**src/rtl/bcd_pkg.sv**
```systemverilog
// Shared constants and helpers for the multi-digit BCD counter.
package bcd_pkg;

    localparam logic [3:0] BCD_MAX = 4'd9;
    localparam logic [3:0] BCD_MIN = 4'd0;

    function automatic int div_of(input int clk_hz, input int tick_hz);
        return clk_hz / tick_hz;
    endfunction

    // Any nibble outside 0..9 is clamped to 9 so the counter never holds a non-BCD digit.
    function automatic logic [3:0] sat_bcd(input logic [3:0] nibble);
        return (nibble > BCD_MAX) ? BCD_MAX : nibble;
    endfunction

endpackage

```
**src/rtl/bcd_digit.sv**
```systemverilog
// One combinational BCD digit: applies an incoming carry/borrow and reports its own.
module bcd_digit
    import bcd_pkg::*;
(
    input  logic [3:0] digit,
    input  logic       up,
    input  logic       step_in,
    output logic [3:0] next_digit,
    output logic       step_out
);

    always_comb begin
        next_digit = digit;
        step_out   = 1'b0;
        if (step_in) begin
            if (up) begin
                if (digit >= BCD_MAX) begin
                    next_digit = BCD_MIN;
                    step_out   = 1'b1;
                end else begin
                    next_digit = digit + 4'd1;
                end
            end else begin
                if (digit == BCD_MIN) begin
                    next_digit = BCD_MAX;
                    step_out   = 1'b1;
                end else begin
                    next_digit = digit - 4'd1;
                end
            end
        end
    end

endmodule

```
**src/rtl/bcd_counter.sv**
```systemverilog
// Parametrised multi-digit BCD up/down counter stepped by an internal prescaler.
module bcd_counter
    import bcd_pkg::*;
#(
    parameter int CLK_HZ  = 50000000,
    parameter int TICK_HZ = 1,
    parameter int DIGITS  = 4
) (
    input  logic                clk,
    input  logic                reset,
    input  logic                en,
    input  logic                up,
    input  logic                clear,
    input  logic                load,
    input  logic [4*DIGITS-1:0] load_val,
    output logic [4*DIGITS-1:0] count,
    output logic                tick,
    output logic                wrap
);

    localparam int DIV = div_of(CLK_HZ, TICK_HZ);
    localparam int PW  = (DIV > 1) ? $clog2(DIV) : 1;
    localparam logic [PW-1:0] PRESC_LAST = PW'(DIV - 1);

    logic [PW-1:0]       presc;
    logic [DIGITS:0]     carry;
    logic [4*DIGITS-1:0] next_count;
    logic [4*DIGITS-1:0] load_sat;
    logic                step;

    // Digit 0 always receives the step; the ripple decides which upper digits move.
    assign carry[0] = 1'b1;

    for (genvar i = 0; i < DIGITS; i++) begin : g_digit
        bcd_digit u_digit (
            .digit     (count[4*i +: 4]),
            .up        (up),
            .step_in   (carry[i]),
            .next_digit(next_count[4*i +: 4]),
            .step_out  (carry[i+1])
        );
        assign load_sat[4*i +: 4] = sat_bcd(load_val[4*i +: 4]);
    end

    assign step = tick & en & ~clear & ~load;

    always_ff @(posedge clk) begin
        if (reset) begin
            count <= '0;
            presc <= '0;
            tick  <= 1'b0;
            wrap  <= 1'b0;
        end else begin
            tick <= en && (presc == PRESC_LAST);
            wrap <= 1'b0;
            if (clear) begin
                count <= '0;
                presc <= '0;
            end else if (load) begin
                count <= load_sat;
                presc <= '0;
            end else begin
                if (en) begin
                    presc <= (presc == PRESC_LAST) ? '0 : presc + PW'(1);
                end
                if (step) begin
                    count <= next_count;
                    wrap  <= carry[DIGITS];
                end
            end
        end
    end

endmodule

```
**config.mk**
```make
export PLATFORM = sky130hd
export DESIGN_NAME = bcd_counter
export DESIGN_NICKNAME = d
export VERILOG_FILES = /design/src/rtl/bcd_pkg.sv /design/src/rtl/bcd_digit.sv /design/src/rtl/bcd_counter.sv
export SDC_FILE = /design/constraint.sdc
export NUM_CORES = 1
export LEC_CHECK = 0
export ABC_AREA = 1
export BUFFER_PORTS_ARGS = -buffer_cell sky130_fd_sc_hd__clkbuf_2
export CAP_MARGIN = 20
export CORE_MARGIN = 1.5
export CORE_UTILIZATION = 58
export CTS_CLUSTER_SIZE = 24
export DETAILED_ROUTE_END_ITERATION = 6
export GPL_ROUTABILITY_DRIVEN = 0
export HOLD_SLACK_MARGIN = 0.05
export PLACE_DENSITY = 0.8
export SLEW_MARGIN = 30
export SYNTH_ARGS = -nofsm -noshare
export SYNTH_HDL_FRONTEND = slang
export SYNTH_SLANG_ARGS = --single-unit
```
**constraint.sdc**
```tcl
create_clock -name clk -period 1.9 [get_ports clk]
set_input_delay 0.57 -clock clk [delete_from_list [all_inputs] [get_ports clk]]
set_output_delay 0.57 -clock clk [all_outputs]
set_load 0.03 [all_outputs]
```
==> impl_results.md, run 1 <==
- Worst Hold Class: primary input to flop
- Die Ht: 75.88 um
- Async SR Flop Fraction: 0
- XOR/XNOR Fraction of Synth Area: 0.05971
- Critical path arrival: 1.93 ns
- Path depth of the worst reg2reg path: 11
- Post-layout nets: 572
- TritonRoute pass-1 iters: 5
- Least-Margin Pin Slew: 0.4341 ns
- # Max-Cap Violations: 0
- Final WL: 7.243 mm
- Post-layout min period: 1.724 ns
- Synthesized area: 3080 um2
- CP Data Required Time: 2.11 ns
- Avg Inst Size Synth: 6.338 um2
- Unrepaired setup endpoints after global routing: false
- Run status: finished, final reports clean
- Clock Pin Slew Worst Setup and Hold Paths: 0.09 ns
- Clock latency on the worst-skew pair: 0.30 ns
- Synth warn: 0
- Clk buf depth: 2
- Combinational Power Share: 0.163
- Top-Level Pins: 40
- Max Fanout on Critical Path: 6
- Antenna violations before repair: 0
- Count leader, synth: nand2_1
- HPWL Detailed: 5.742 mm
- CTS tree: done
- Met2 wire length: 3.667 mm
- EDFF count, synth: 0
- Post_cts resized: 0
- Setup Fix Bufs, Post-CTS: 0
- Clk pwr share: 0.367
- Synth top area cells: dfxtp_1, nand2_1, nor2_1
- Die area: 5757 um2
- Relative slew slack: 0.7103
- Core box area: 5107 um2
- Yosys cell types: 32
- Synth area leader: dfxtp_1
- Port buffer count: 39
- Synthesis-to-layout area growth: 14.78%
- Reg-to-Reg Start: count[4]
- PD cells: 576.7 nW/um2
- Complex-gate fraction of the synthesized area: 0.09180
- Flop pwr share: 0.470
- Pleak: 0.001591 uW
- GRT Total Usage: 0.2711
- Met3 wire len: 295 um
- Initial detailed-routing violation count: 129
- Core Util, Final: 0.6923
- Post-synthesis adder-cell area fraction: 0.05686
- Post-synth top cells: nand2_1, nor2_1, inv_1
- HP Start: reset
- RR Endpoint: count[10]
- Final Hold Vio Count: 0
- Drt drc: 0
- Crit end category: flop
- Hold-critical path endpoint: tick
- Number of global-route vias before repair: 2925
- Antenna cell count: 0
- Cts hold-fix bufs: 0
- Seq cells post-synth: 44
- CTS H-tree lvls: 2
- CTS root buffer: clkbuf_8
- First-pass GRT wire length: 12.06 mm
- Maximum vdd drop: 0.0004285 V
- Largest net degree at the start of global routing: 16
- Grt ovf: 0
- Setup TNS Final: 0 ns
- Setup-failing EPs final: 0
- Cts bufs inserted: 5
- Period utilization: 0.9075
- Kind of start point of the critical path: flop
- Vias per std cell: 5.310
- Flop2flop setup slack: 0.18 ns
- Net Switching: 583.8 uW
- Clk sinks: 44
- Clk_skew: 0.007556 ns
- Wire per inst: 11.93 um
- Simple-gate share of the synthesized area: 0.4139
- Main synth FF type: dfxtp_1
- Top layer in use: met4
- Detail Route Antenna Nets: 0
- Kind of critical path: flop to flop
- Row Count: 26
- Max Slew Vio Count: 0
- Die Wd: 75.88 um
- Fmax: 0.5799 GHz
- Largest family of logic cells by synthesized area: simple AND/OR/NAND/NOR gates
- Multiplexer area fraction after synthesis: 0.003249
- Sequential area share after synthesis: 0.2859
- Post-synth top area share: 0.2859
- Via count: 3223
- Layout cell share with drive strength beyond 1: 0.1695
- Worst hold path depth: 2
- Met1 wire length: 3.052 mm
- Post-Synthesis Cells: 486
- Initial core utilization: 0.6031
- Internal power: 1455 uW
- Post-Syn Nets: 522
- Sw Share: 0.2863
area by class of cell:
type	count	area [um2]
inverters	57	219.0
multi-input cells	375	1932
fillers	496	1572
repair buffers	53	300.3
flip-flops and latches	44	882.1
clock buffers	5	68.82
well taps	70	87.58
clock inverters	3	46.29
worst max path at each step:
stage,cells past startpoint,end,start
floorplan,10,count[12],count[8]
CTS,11,count[10],count[4]
detailed placement,8,presc[17],en
global route,11,count[9],count[4]
finish,11,count[10],count[4]
global placement,8,presc[13],en
metrics by stage:
step | hold slack [ns] | power (uW) | cells | area, um2 | setup WS, ns
final | 0.4618 | 2039 | 607 | 3536 | 0.1757
after global routing | 0.4623 | 2139 | 607 | 3536 | 0.0009457
after CTS | 0.4476 | 2054 | 607 | 3530 | 0.1475
after detailed placement | 0.4922 | 1308 | 599 | 3415 | 0.07550
after global placement | 0.4860 | 1299 | 599 | 3415 | 0.1451
after floorplan | 0.4617 | 1208 | 486 | 3080 | 0.1109
sequential cells by signal, indices dropped and copies added, names as in the netlist:
| register | flops |
|---|---|
| wrap | 1 |
| tick | 1 |
| presc | 26 |
| count | 16 |
power groups by stage:
stage / Clock [uW] / Sequential, uW / Combinational (uW)
after floorplan: 0 / 1000 / 205
after global routing: 804 / 960 / 375
final: 749 / 958 / 332
after global placement: 0 / 979 / 320
after CTS: 767 / 958 / 330
after detailed placement: 0 / 979 / 329
logic make-up after synthesis:
family | Yosys count
muxes | 1
xor gates and xnor gates | 21
DFF | 44
and+or+nand+nor | 287
AOI/OAI and AO/OA | 52
buffers and inverters | 67
adders and majority gates | 14
worst max-delay path: stages (launching register included):
cell	delay, ns
dfxtp_1	0.38
inv_1	0.12
ha_1	0.20
inv_1	0.06
nor2_1	0.15
nand3_1	0.12
nand2_1	0.11
nand3_1	0.12
nand2_2	0.12
inv_1	0.08
nor2_1	0.11
nor2_1	0.05
layout by cell type, fill, tap and decap left out, types with 2 or more instances in the layout:
master    count
xor2_1       16
o21ai_0      24
clkbuf_2     39
nor2_2        7
nor2_4        3
nand2_2       7
inv_1        51
clkbuf_8      5
buf_4        14
nand2_4       2
nand3_1      50
nor2_1       81
ha_1         13
a31oi_1       4
nor3_1       12
nand3_2       2
inv_2         5
xnor2_1       5
dfxtp_1      43
o211ai_1      3
nand2_1     109
nand4_1      10
a21oi_1      15
a211oi_1      2
o22ai_1       2
nand3b_1      2
per-layer routing:
| layer | track usage | up-vias |
|---|---|---|
| met5 | 0 | - |
| met4 | 0.1310 | 0 |
| met3 | 0.05688 | 22 |
| met2 | 0.5053 | 83 |
| met1 | 0.2866 | 1449 |
| li1 | - | 1669 |
Note: power is estimated with default switching activity, not from simulation.
==> inputs of run 2 (changes only) <==
==> constraint.sdc (replaced) <==
create_clock -name clk -period 1.64 [get_ports clk]
set_input_delay 0.492 -clock clk [delete_from_list [all_inputs] [get_ports clk]]
set_output_delay 0.492 -clock clk [all_outputs]
set_load 0.03 [all_outputs]
==> impl_results.md, run 2 (synthesis gave the netlist of run 1 again) <==
- Fmax: 0.6221 GHz
- Largest register by flop count: presc
- Area after DPL: 3517 um2
- Row Count: 26
- CP Data Required Time: 1.15 ns
- Critical path arrival: 1.12 ns
- Number of global-route vias before repair: 2909
- Period utilization: 0.9802
- Crit end category: output port
- Post-layout min period: 1.607 ns
- Initial detailed-routing violation count: 252
- Run status: finished, final reports clean
- HPWL Detailed: 5.866 mm
- Most common cell after layout, fill and taps aside: nand2_1
- Die area: 5757 um2
- TritonRoute pass-1 iters: 5
- Commonest cells after routing, fill and taps aside: nand2_1, nor2_1, nand3_1
- Crit-path cells: clkbuf_2
- Post-layout nets: 586
- Worst Path Buf+Inv: 1
- Setup-failing EPs final: 0
- Antenna violations before repair: 0
- Final worst setup slack: 0.03251 ns
- Placed cells: 610
- Top-Level Pins: 40
- Clk buf depth: 2
- Filler cells: 428
- CTS root buffer: clkbuf_8
- Final Hold Vio Count: 0
- First-pass GRT wire length: 12.08 mm
- Largest net degree at the start of global routing: 26
- Wire per inst: 12.52 um
- Layout cell share with drive strength beyond 1: 0.2577
- Clock latency on the worst-skew pair: 0.30 ns
- Cts hold-fix bufs: 0
- CTS H-tree lvls: 2
- Kind of critical path: flop to output port
- Max Slew Vio Count: 0
- GRT Total Usage: 0.2710
- Maximum vdd drop: 0.0003975 V
- Core Util, Final: 0.7386
- Final WL: 7.776 mm
- Initial core utilization: 0.6031
- Detail Route Antenna Nets: 0
- Setup slack at placement: -0.003680 ns
- Setup TNS Final: 0 ns
- Pleak: 0.001693 uW
- Worst Hold Class: primary input to flop
- Flop2flop setup slack: 0.08 ns
- Max Fanout on Critical Path: 7
- Die Ht: 75.88 um
- Worst hold path depth: 2
- Crit-path max cell delay: 0.54 ns
- Die Wd: 75.88 um
- Clk_skew: 0.004795 ns
- Port buffer count: 39
- Relative slew slack: 0.7523
- Levels on crit path: 1
- Crit-path leading delay family: flip-flops
- CTS tree: done
- PD cells: 605.9 nW/um2
- Via count: 3368
- Unrepaired setup endpoints after global routing: true
- Clock Pin Slew Worst Setup and Hold Paths: 0.08 ns
- Antenna cell count: 0
- Biggest regs: presc (26), count (16)
- Path depth of the worst reg2reg path: 11
- Largest register FFs: 26
- Vias per std cell: 5.424
- # Max-Cap Violations: 0
- Clk sinks: 44
- Least-Margin Pin Slew: 0.3687 ns
- Post-route cell area: 3772 um2
- Finished Layout Cells: 621
- Grt ovf: 0
- Drt drc: 0
- CP max stage cell: dfxtp_1
- Cts bufs inserted: 5
- Kind of start point of the critical path: flop
- Synthesis-to-layout area growth: 22.46%
- Core box area: 5107 um2
-- run 2: cell types whose count changed in the layout (fill, tap and decap cells not counted), sizes merged --
cell	delta
clkinv	+2
clkbuf	+1
inv	-1
buf	+14
clkinvlp	-1
bufinv	-1
-- run 2: final timing paths --
path,from,to
max,count[3],count[3]
min,reset,tick
max reg2reg,count[5],count[15]
min reg2reg,presc[0],presc[0]
-- run 2: per-stage QoR --
stage	power [uW]	hold slack [ns]
floorplan	1401	0.4617
global placement	1529	0.4887
detailed placement	1536	0.4996
CTS	2253	0.3736
global route	2394	0.4064
finish	2286	0.4053
-- run 2: final cells by class --
class                   instances  area [um2]  share of cell area
repair buffers                 67       417.9              0.1108
inverters                      57       221.5             0.05871
clock inverters                 2       10.01            0.002653
well taps                      70       87.58             0.02322
clock buffers                   6       82.58             0.02189
multi-input cells             375        2054              0.5446
flip-flops and latches         44       898.4              0.2381
-- run 2: power by group --
part	leakage (uW)	switching [uW]	internal, uW
Sequential	0.000361	22.3	1080
Clock	0.0000510	384	337
Combinational	0.00128	279	180
-- run 2: repair_timing --
action / 4_1_cts / 5_1_grt
endpoints found under the setup margin: 2 / 29
pin swaps: 0 / 11
buffers inserted: 0 / 3
gates resized for setup: 1 / 48
-- run 2: metal layers --
metal | global-route usage | wire length, um
met1 | 0.2889 | 3117
met2 | 0.5111 | 3967
met3 | 0.05026 | 365
met4 | 0.1230 | 326
met5 | 0 | 0
